===== src/rtl/arb_report_tx_pkg.sv =====
// Shared definitions for the arbitrage engine serial link (transmit and receive paths).
package arb_report_tx_pkg;

   localparam int DEF_CLK_FREQ = 50_000_000;
   localparam int DEF_BAUD     = 9600;

   // Packet framing bytes.
   localparam logic [7:0] HEADER = 8'hAA;
   localparam logic [7:0] FOOTER = 8'h55;

   // Trade action encodings (3 is reserved and passed through untouched).
   localparam logic [1:0] ACT_NONE  = 2'd0;
   localparam logic [1:0] ACT_BUY_A = 2'd1;
   localparam logic [1:0] ACT_BUY_B = 2'd2;

   // Clock cycles per serial bit; integer divide, remainder discarded.
   function automatic int clks_per_bit(input int clk_freq, input int baud);
      return clk_freq / baud;
   endfunction

   // Which packet byte is currently on the wire.
   typedef enum logic [2:0] {
      F_IDLE,
      F_HDR,
      F_ACT,
      F_PHI,
      F_PLO,
      F_FTR
   } frame_state_t;

   // Position inside one 8N1 character.
   typedef enum logic [1:0] {
      B_IDLE,
      B_START,
      B_DATA,
      B_STOP
   } bit_state_t;

endpackage


===== src/rtl/arb_report_tx_uart_tx_byte.sv =====
// 8N1 byte serializer. A start pulse while idle, or on the last clock of a stop
// bit, loads data_in and begins a new character with no idle gap. done flags
// that last stop-bit clock so the caller can chain the next byte.
module uart_tx_byte
   import arb_report_tx_pkg::*;
#(
   parameter int CLKS_PER_BIT = 5208
) (
   input  logic       clk,
   input  logic       rst,
   input  logic       start,
   input  logic [7:0] data_in,
   output logic       tx,
   output logic       done
);

   localparam int                CNT_W = (CLKS_PER_BIT > 1) ? $clog2(CLKS_PER_BIT) : 1;
   localparam logic [CNT_W-1:0] LAST  = CNT_W'(CLKS_PER_BIT - 1);

   bit_state_t       state;
   logic [CNT_W-1:0] cnt;
   logic [2:0]       idx;
   logic [7:0]       byte_q;
   logic             last_clk;
   logic             load;

   assign last_clk = (cnt == LAST);
   assign done     = (state == B_STOP) && last_clk;
   assign load     = start && ((state == B_IDLE) || done);

   // Capture the byte being framed; pure data, so it carries no reset.
   always_ff @(posedge clk) begin
      if (load) begin
         byte_q <= data_in;
      end
   end

   // Bit FSM with baud counter; tx is driven straight from this flop.
   always_ff @(posedge clk or posedge rst) begin
      if (rst) begin
         state <= B_IDLE;
         cnt   <= '0;
         idx   <= '0;
         tx    <= 1'b1;
      end else begin
         case (state)
            B_IDLE: begin
               if (start) begin
                  state <= B_START;
                  cnt   <= '0;
                  tx    <= 1'b0;
               end
            end
            B_START: begin
               if (last_clk) begin
                  state <= B_DATA;
                  cnt   <= '0;
                  idx   <= '0;
                  tx    <= byte_q[0];
               end else begin
                  cnt <= cnt + 1'b1;
               end
            end
            B_DATA: begin
               if (last_clk) begin
                  cnt <= '0;
                  if (idx == 3'd7) begin
                     state <= B_STOP;
                     tx    <= 1'b1;
                  end else begin
                     idx <= idx + 3'd1;
                     tx  <= byte_q[idx + 3'd1];
                  end
               end else begin
                  cnt <= cnt + 1'b1;
               end
            end
            B_STOP: begin
               if (last_clk) begin
                  cnt <= '0;
                  if (start) begin
                     state <= B_START;
                     tx    <= 1'b0;
                  end else begin
                     state <= B_IDLE;
                     tx    <= 1'b1;
                  end
               end else begin
                  cnt <= cnt + 1'b1;
               end
            end
            default: begin
               state <= B_IDLE;
               tx    <= 1'b1;
            end
         endcase
      end
   end

endmodule


===== src/rtl/arb_report_tx.sv =====
// Trade report transmitter: accepts one report, then sends the 5-byte packet
// HEADER, action, profit[15:8], profit[7:0], FOOTER as back-to-back 8N1 bytes.
module arb_report_tx
   import arb_report_tx_pkg::*;
#(
   parameter int CLK_FREQ = DEF_CLK_FREQ,
   parameter int BAUD     = DEF_BAUD
) (
   input  logic        clk,
   input  logic        rst,
   input  logic        report_valid,
   output logic        report_ready,
   input  logic [1:0]  action,
   input  logic [15:0] profit,
   output logic        uart_tx,
   output logic        busy
);

   localparam int CLKS_PER_BIT = clks_per_bit(CLK_FREQ, BAUD);

   frame_state_t fstate;
   logic [1:0]   action_q;
   logic [15:0]  profit_q;
   logic         accept;
   logic         byte_start;
   logic         byte_done;
   logic [7:0]   byte_data;

   // report_ready is only high in F_IDLE, so this also gates out reports while busy.
   assign accept = report_valid && report_ready;

   // Latch the report on the accept edge; later input changes do not matter.
   always_ff @(posedge clk) begin
      if (accept) begin
         action_q <= action;
         profit_q <= profit;
      end
   end

   // Choose the next byte and when to hand it over: the header goes out on the
   // accept edge itself, every later byte on the final clock of the previous stop bit.
   always_comb begin
      byte_start = 1'b0;
      byte_data  = HEADER;
      case (fstate)
         F_IDLE: begin
            byte_start = accept;
            byte_data  = HEADER;
         end
         F_HDR: begin
            byte_start = byte_done;
            byte_data  = {6'b0, action_q};
         end
         F_ACT: begin
            byte_start = byte_done;
            byte_data  = profit_q[15:8];
         end
         F_PHI: begin
            byte_start = byte_done;
            byte_data  = profit_q[7:0];
         end
         F_PLO: begin
            byte_start = byte_done;
            byte_data  = FOOTER;
         end
         default: begin
            byte_start = 1'b0;
            byte_data  = FOOTER;
         end
      endcase
   end

   // Frame sequencer with registered handshake outputs.
   always_ff @(posedge clk or posedge rst) begin
      if (rst) begin
         fstate       <= F_IDLE;
         busy         <= 1'b0;
         report_ready <= 1'b1;
      end else begin
         case (fstate)
            F_IDLE: begin
               if (accept) begin
                  fstate       <= F_HDR;
                  busy         <= 1'b1;
                  report_ready <= 1'b0;
               end
            end
            F_HDR: if (byte_done) fstate <= F_ACT;
            F_ACT: if (byte_done) fstate <= F_PHI;
            F_PHI: if (byte_done) fstate <= F_PLO;
            F_PLO: if (byte_done) fstate <= F_FTR;
            F_FTR: begin
               if (byte_done) begin
                  fstate       <= F_IDLE;
                  busy         <= 1'b0;
                  report_ready <= 1'b1;
               end
            end
            default: begin
               fstate       <= F_IDLE;
               busy         <= 1'b0;
               report_ready <= 1'b1;
            end
         endcase
      end
   end

   uart_tx_byte #(
      .CLKS_PER_BIT (CLKS_PER_BIT)
   ) u_ser (
      .clk     (clk),
      .rst     (rst),
      .start   (byte_start),
      .data_in (byte_data),
      .tx      (uart_tx),
      .done    (byte_done)
   );

endmodule


===== config.mk =====
export PLATFORM = sky130hd
export DESIGN_NAME = arb_report_tx
export DESIGN_NICKNAME = d
export VERILOG_FILES = /design/src/rtl/arb_report_tx_pkg.sv /design/src/rtl/arb_report_tx_uart_tx_byte.sv /design/src/rtl/arb_report_tx.sv
export SDC_FILE = /design/constraint.sdc
export NUM_CORES = 1
export LEC_CHECK = 0
export ABC_AREA = 1
export BUFFER_PORTS_ARGS = -buffer_cell sky130_fd_sc_hd__buf_4
export CAP_MARGIN = 30
export CORE_UTILIZATION = 55
export CTS_BUF_LIST = sky130_fd_sc_hd__clkbuf_16
export CTS_CLUSTER_DIAMETER = 60
export DETAILED_ROUTE_END_ITERATION = 8
export PLACE_DENSITY_LB_ADDON = 0.12
export SKIP_LAST_GASP = 1
export SYNTH_ARGS = -nofsm -noshare
export SYNTH_HDL_FRONTEND = slang
export SYNTH_SLANG_ARGS = --single-unit

===== constraint.sdc =====
create_clock -name clk -period 2.45 [get_ports clk]
set_input_delay 0.245 -clock clk [delete_from_list [all_inputs] [get_ports clk]]
set_output_delay 0.245 -clock clk [all_outputs]
set_load 0.005 [all_outputs]

# Word level (Yosys, flattened, before mapping)
# Index checks and enable logic that the tools add are counted.
# word_totals
regBits	50
in_bits	21
output_inout_bits	3
wordCells	88
# classes
add_sub_neg	2
n_lt_le_gt_ge	1
n_eq_ne	22
n_mux	38
bitwise	1
n_reduce_logical	14
# op_table
operator	count
case mux 8 bit (4 select lines)	1
two-way mux 3 bit	9
two-way mux 13 bit	2
case mux 13 bit (2 select lines)	1
!= test 2 x 1 -> 1 bit (second input constant)	10
case mux 3 bit (6 select lines)	1
adder 13 x 1 -> 13 bit (second input constant)	1
== test 13 bit (second input constant)	1
two-way mux 1 bit	12
two-way mux 2 bit	5
== test 3 bit (second input constant)	3
case mux 2 bit (4 select lines)	1
AND reduction 4 bit	2
== test 3 x 2 -> 1 bit (second input constant)	2
case mux 1 bit (3 select lines)	2
case mux 3 bit (2 select lines)	1
AND reduction 6 bit	1
AND reduction 5 bit	1
== test 2 bit (second input constant)	2
less-than comparator 3 x 4 -> 1 bit (second input constant)	1
!= test 2 bit (second input constant)	2
case mux 1 bit (4 select lines)	1
OR reduction 4 bit	1
adder 3 x 1 -> 3 bit (second input constant)	1
12 further kinds	14

# Depth between registers and ports, before layout
# logic_depth
ltp_word	6
mapped_depth	12
ltp_nobuf	11

# By module
# A second synthesis with hierarchy kept.
# hier_totals
hier_cells	294
area_unflattened_um2	2620.0
# by_module_without_submodules
mod	n_inst	cells_each	area_per_inst_um2	seq_area_each_um2
uart_tx_byte	1	190	1557.7	716.9
arb_report_tx	1	104	1062.3	666.9

# Least setup slack after synthesis
# Ideal clock, no wire load.
# synth_timing
path_kind	register to register
start	register u_ser.cnt[0]
end	register u_ser.byte_q[0], enable pin
setup_ns	0.330
t_arrival_ns	1.505
t_required_ns	2.120
slack_ns	0.616
path_stages_with_launch	9
n_path_buf	0
period_less_slack_ns	1.834
cell_sequence	dfrtp_1 ha_1 nand2_1 nor2_1 nand3_2 nor2_4 nand2_4 nand2_1 o21a_1
# synth_via
elab_chain_cells	4
word_cells_on_any_way	5
cone_classes	eq/ne (1); mux (1); reduce/logical (3)
# synth_rtl
element	line_no	rtl
from (decl)	arb_report_tx_uart_tx_byte.sv:21	logic [CNT_W-1:0] cnt;
from (signal assigned)	arb_report_tx_uart_tx_byte.sv:61	cnt <= cnt + 1'b1;
from (signal assigned)	arb_report_tx_uart_tx_byte.sv:75	cnt <= cnt + 1'b1;
from (signal assigned)	arb_report_tx_uart_tx_byte.sv:89	cnt <= cnt + 1'b1;
== test 13 bit *	arb_report_tx_uart_tx_byte.sv:27	assign last_clk = (cnt == LAST);
logical AND 1 bit *	arb_report_tx_uart_tx_byte.sv:28	assign done = (state == B_STOP) && last_clk;
case mux 1 bit (2 select lines) / logical OR 1 bit (equally long branches)	arb_report_tx.sv:45, arb_report_tx_uart_tx_byte.sv:29	
logical AND 1 bit *	arb_report_tx_uart_tx_byte.sv:29	assign load = start && ((state == B_IDLE) || done);
net u_ser.load	arb_report_tx_uart_tx_byte.sv:25	logic load;
to (signal assigned)	arb_report_tx_uart_tx_byte.sv:34	byte_q <= data_in;
to (decl)	arb_report_tx_uart_tx_byte.sv:23	logic [7:0] byte_q;
# The timed path passes the listed nets; every way through them passes the cells marked *.
# A chain may end at the register's enable or synchronous reset.

# Worst setup path in the final report
# layout_timing
start	register u_ser.cnt[0]
end	register u_ser.byte_q[1], enable pin
# Same word-level chain as after synthesis.

==> summary.md <==
| Metric | Value |
|---|---|
| Worst EP required | around 2400 ps |
| Total number of vias | between 1500 and 2000 |
| Setup-failing EPs final | 0 |
| Slowest CP cell | dfrtp_1 |
| Status | finished, violations left |
| Fin. Hold Viols | 0 |
| Crit. path cell count | 8 |
| Top-level I/O count | 24 |
| Number of max-cap violations | 0 |
| P per Cell Area | between 500 and 600 mW/mm^2 |
| FF-to-FF setup slack | about 320 ps |
| Synthesis-stage register bit count | 50 |
| Detailed placer's ending HPWL | approximately 3500 um |
| Setup crit end kind | flip-flop |
| Final worst setup slack | 322 ps |
| Syn Nets | ~310 |
| Die area | roughly 0.0050 mm^2 |
| CTS tree | done |
| Yosys top cell by area | edfxtp_1 |
| Share of cells above drive strength 1 | 0.154 |
| Seq/Total Area, Yosys | 0.534 |
| Fin Setup TNS | 0 ps |
| Initial Util | 0.583 |
| H-tree lvl count | 2 |
| # DRC | 4 |
| RSZ-0062 raised after global routing | no |
| Pleak | ~0.0013 uW |
| CP dominant cell by count | nand2_1 |
| Skew-Pair Late Insertion Delay | about 290 ps |
| Relative slew slack | 0.730 |
| Drt pass-1 iters | 6 |
| Post-synthesis cell type count | 34 |
| Worst-Margin Slew | between 400 and 500 ps |
| Routed Antenna Nets | 0 |
| Area grow syn2layout | 13.9% |
| First-pass GRT wire length | ~7900 um |
| CP cell instances | ha_1 -> nand2_1 -> nor2_1 -> nand3_2 -> nor2_4 -> nand2_4 -> nand2_1 -> o21a_1 |
| Core area | 0.00444 mm^2 |
| Final period util | 0.869 |
| Min cycle time layout | about 2100 ps |
| Resized Gates After CTS | 0 |
| Syn avg cell area | 9.15 um^2 |
| Setup Skew | between 6 and 7 ps |
| Peak Freq | 0.470 GHz |
| Non-filler instance count after layout | between 300 and 400 |
| WP buf/inv | 0 |
| # rows | 24 |
| Final slew viol count | 0 |
| Delay-heaviest family, CP | simple AND/OR/NAND/NOR gates |
| Failing checks | DRC |
| Worst min-delay path class | input port to asynchronous set/reset pin |
| Final Power | about 1600 uW |
| Cells after synthesis | between 200 and 300 |
| Bufs on Longest Clock Path | 2 |
| Die width | 70.6 um |
| Worst R2R Path Depth | 8 |
| RR Endpoint | u_ser.byte_q[1]$_DFFE_PP_ |
| YS warnings | 0 |
| Dpl ws | roughly 380 ps |
| Detailed Route WL | between 4000 and 5000 um |
| Number of global-route vias before repair | 1727 |
| Synth top area cells | edfxtp_1, dfrtp_1, nand2_1 |
| Initial antenna violation count | 0 |
| Diode count | 0 |
| Area share of the largest cell type after synthesis | 0.301 |
| Nets | between 300 and 400 |
| Largest net degree at the start of global routing | 25 |
| Worst vdd ir | 0.508 mV |
| Vias per cell | approximately 5.3 |
| Clk sinks | 50 |
| Total grt overflow | 0 |
| Post CTS Setup Buffer Count | 0 |
| Crit path max fanout | 8 |
| Mapped Area | about 0.0026 mm^2 |
| Max incr delay on CP | about 390 ps |
| Root Buffer | clkbuf_16 |
| Final weighted congestion in routability-driven placement | between 0.8 and 0.9 |
| All-Layer GR Usage | 0.208 |
| IO Port Bufs | 23 |
| Die height | approximately 70 um |
| DR iter-0 viols | around 160 |
| Post-CTS Hold Fix Bufs | 0 |
| CTS buffer count | 5 |
| Kind of critical path | flip-flop to flip-flop |
| Inst Count DP | between 300 and 400 |
| Worst reg2reg startpoint | u_ser.cnt[0]$_DFFE_PP0P_ |
| CP Launch Type | flip-flop |
| Crit path DAT | about 2100 ps |
| Clock-pin slew on the worst setup and hold paths | 60 ps |
| Drt wl/cell | ~13 um |
## through the flow
stage	utilization	hold WS, ps	instance area, um^2
floorplan	-	258	2590
global placement	0.631	319	2810
detailed placement	0.631	320	2810
CTS	0.664	16.5	2950
global route	0.664	36.2	2950
finish	0.664	4.23	2950
## layer usage
| layer | part of all wire | up-vias | global-route usage |
|---|---|---|---|
| li1 | - | 1006 | - |
| met1 | 0.48 | 883 | 0.285 |
| met2 | 0.46 | 37 | 0.326 |
| met3 | 0.036 | 11 | 0.0442 |
| met4 | 0.022 | 0 | 0.0867 |
| met5 | 0 | - | 0 |
## worst min-delay path, cell delays in order
cell and delay [ps]:
buf_4 100, inv_1 40, buf_4 300
## flip-flops by register name, indices dropped and copies added, names as in the netlist
signal,flops
profit_q,16
u_ser.cnt,13
u_ser.byte_q,8
fstate,3
u_ser.idx,3
action_q,2
u_ser.state,2
busy,1
report_ready,1
u_ser.tx,1
## layout make-up
type | count | area, um^2
clock inverters | 3 | 18.8
inverters | 37 | 139
fillers | 364 | 1500
clock buffers | 5 | 125
flip-flops and latches | 50 | 1380
multi-input cells | 192 | 1030
well taps | 52 | 65.1
repair buffers | 25 | 188
## how the worst max path moves through the flow
stage / start / endpoint / slack, ps
after global routing: u_ser.cnt[0]$_DFFE_PP0P_ / u_ser.byte_q[1]$_DFFE_PP_ / 170
after global placement: u_ser.cnt[0]$_DFFE_PP0P_ / u_ser.byte_q[4]$_DFFE_PP_ / 460
after CTS: u_ser.cnt[0]$_DFFE_PP0P_ / u_ser.byte_q[1]$_DFFE_PP_ / 340
after detailed placement: u_ser.cnt[0]$_DFFE_PP0P_ / u_ser.byte_q[3]$_DFFE_PP_ / 380
after floorplan: u_ser.cnt[0]$_DFFE_PP0P_ / u_ser.byte_q[0]$_DFFE_PP_ / 620
final: u_ser.cnt[0]$_DFFE_PP0P_ / u_ser.byte_q[1]$_DFFE_PP_ / 320
## layout by cell type (no fill, tap or decap)
| cell | count |
|---|---|
| nand3b_1 | 2 |
| nand3_1 | 25 |
| nor3_1 | 6 |
| nor3_4 | 1 |
| nand2_1 | 70 |
| clkbuf_16 | 5 |
| nor2_4 | 1 |
| a22oi_1 | 1 |
| o41ai_1 | 1 |
| nor2_1 | 23 |
| dfstp_2 | 2 |
| clkinvlp_4 | 2 |
| nand3_2 | 1 |
| a21oi_1 | 8 |
| nand4_1 | 5 |
| a221o_2 | 3 |
| inv_2 | 3 |
| a21boi_1 | 1 |
| o2111ai_1 | 1 |
| o21a_1 | 1 |
| ha_1 | 8 |
| inv_1 | 35 |
| nand2_4 | 1 |
| edfxtp_1 | 26 |
| o211ai_1 | 4 |
| xor2_1 | 6 |
| nand3_4 | 1 |
| buf_4 | 25 |
| dfrtp_1 | 22 |
| nand2_2 | 1 |
| o21ai_0 | 19 |
| nor2_2 | 1 |
| o21ai_2 | 1 |
## synthesized netlist by cell type, drive strengths merged
library cell  instances
clkbuf                1
a22oi                 1
o21ai                20
a21boi                1
a21oi                 8
dfrtp                22
nor2                 25
a221o                 3
nand3b                2
nand2                72
nand4                 5
nand3                27
o211ai                4
dfstp                 2
edfxtp               26
buf                   3
ha                    8
o2111ai               1
o41ai                 1
xor2                  6
inv                  37
nor3                  7
o21a                  1
## logic make-up (layout without fill, tap and decap cells)
| family | Yosys count | count (layout) | synth area share |
|---|---|---|---|
| AO/OA/AOI/OAI | 40 | 40 | 0.0957 |
| XOR/XNOR | 6 | 6 | 0.0203 |
| adder cells (fa/ha/maj) | 8 | 8 | 0.0386 |
| buffers and inverters | 41 | 70 | 0.0681 |
| AND/OR/NAND/NOR | 138 | 138 | 0.243 |
| flip-flops | 50 | 50 | 0.534 |
## power by group
| part | internal [uW] | total [uW] | switching, uW |
|---|---|---|---|
| combinational | 26.7 | 49.3 | 22.6 |
| clock | 374 | 669 | 295 |
| sequential | 905 | 909 | 3.93 |
(Power assumes the default switching activity.)
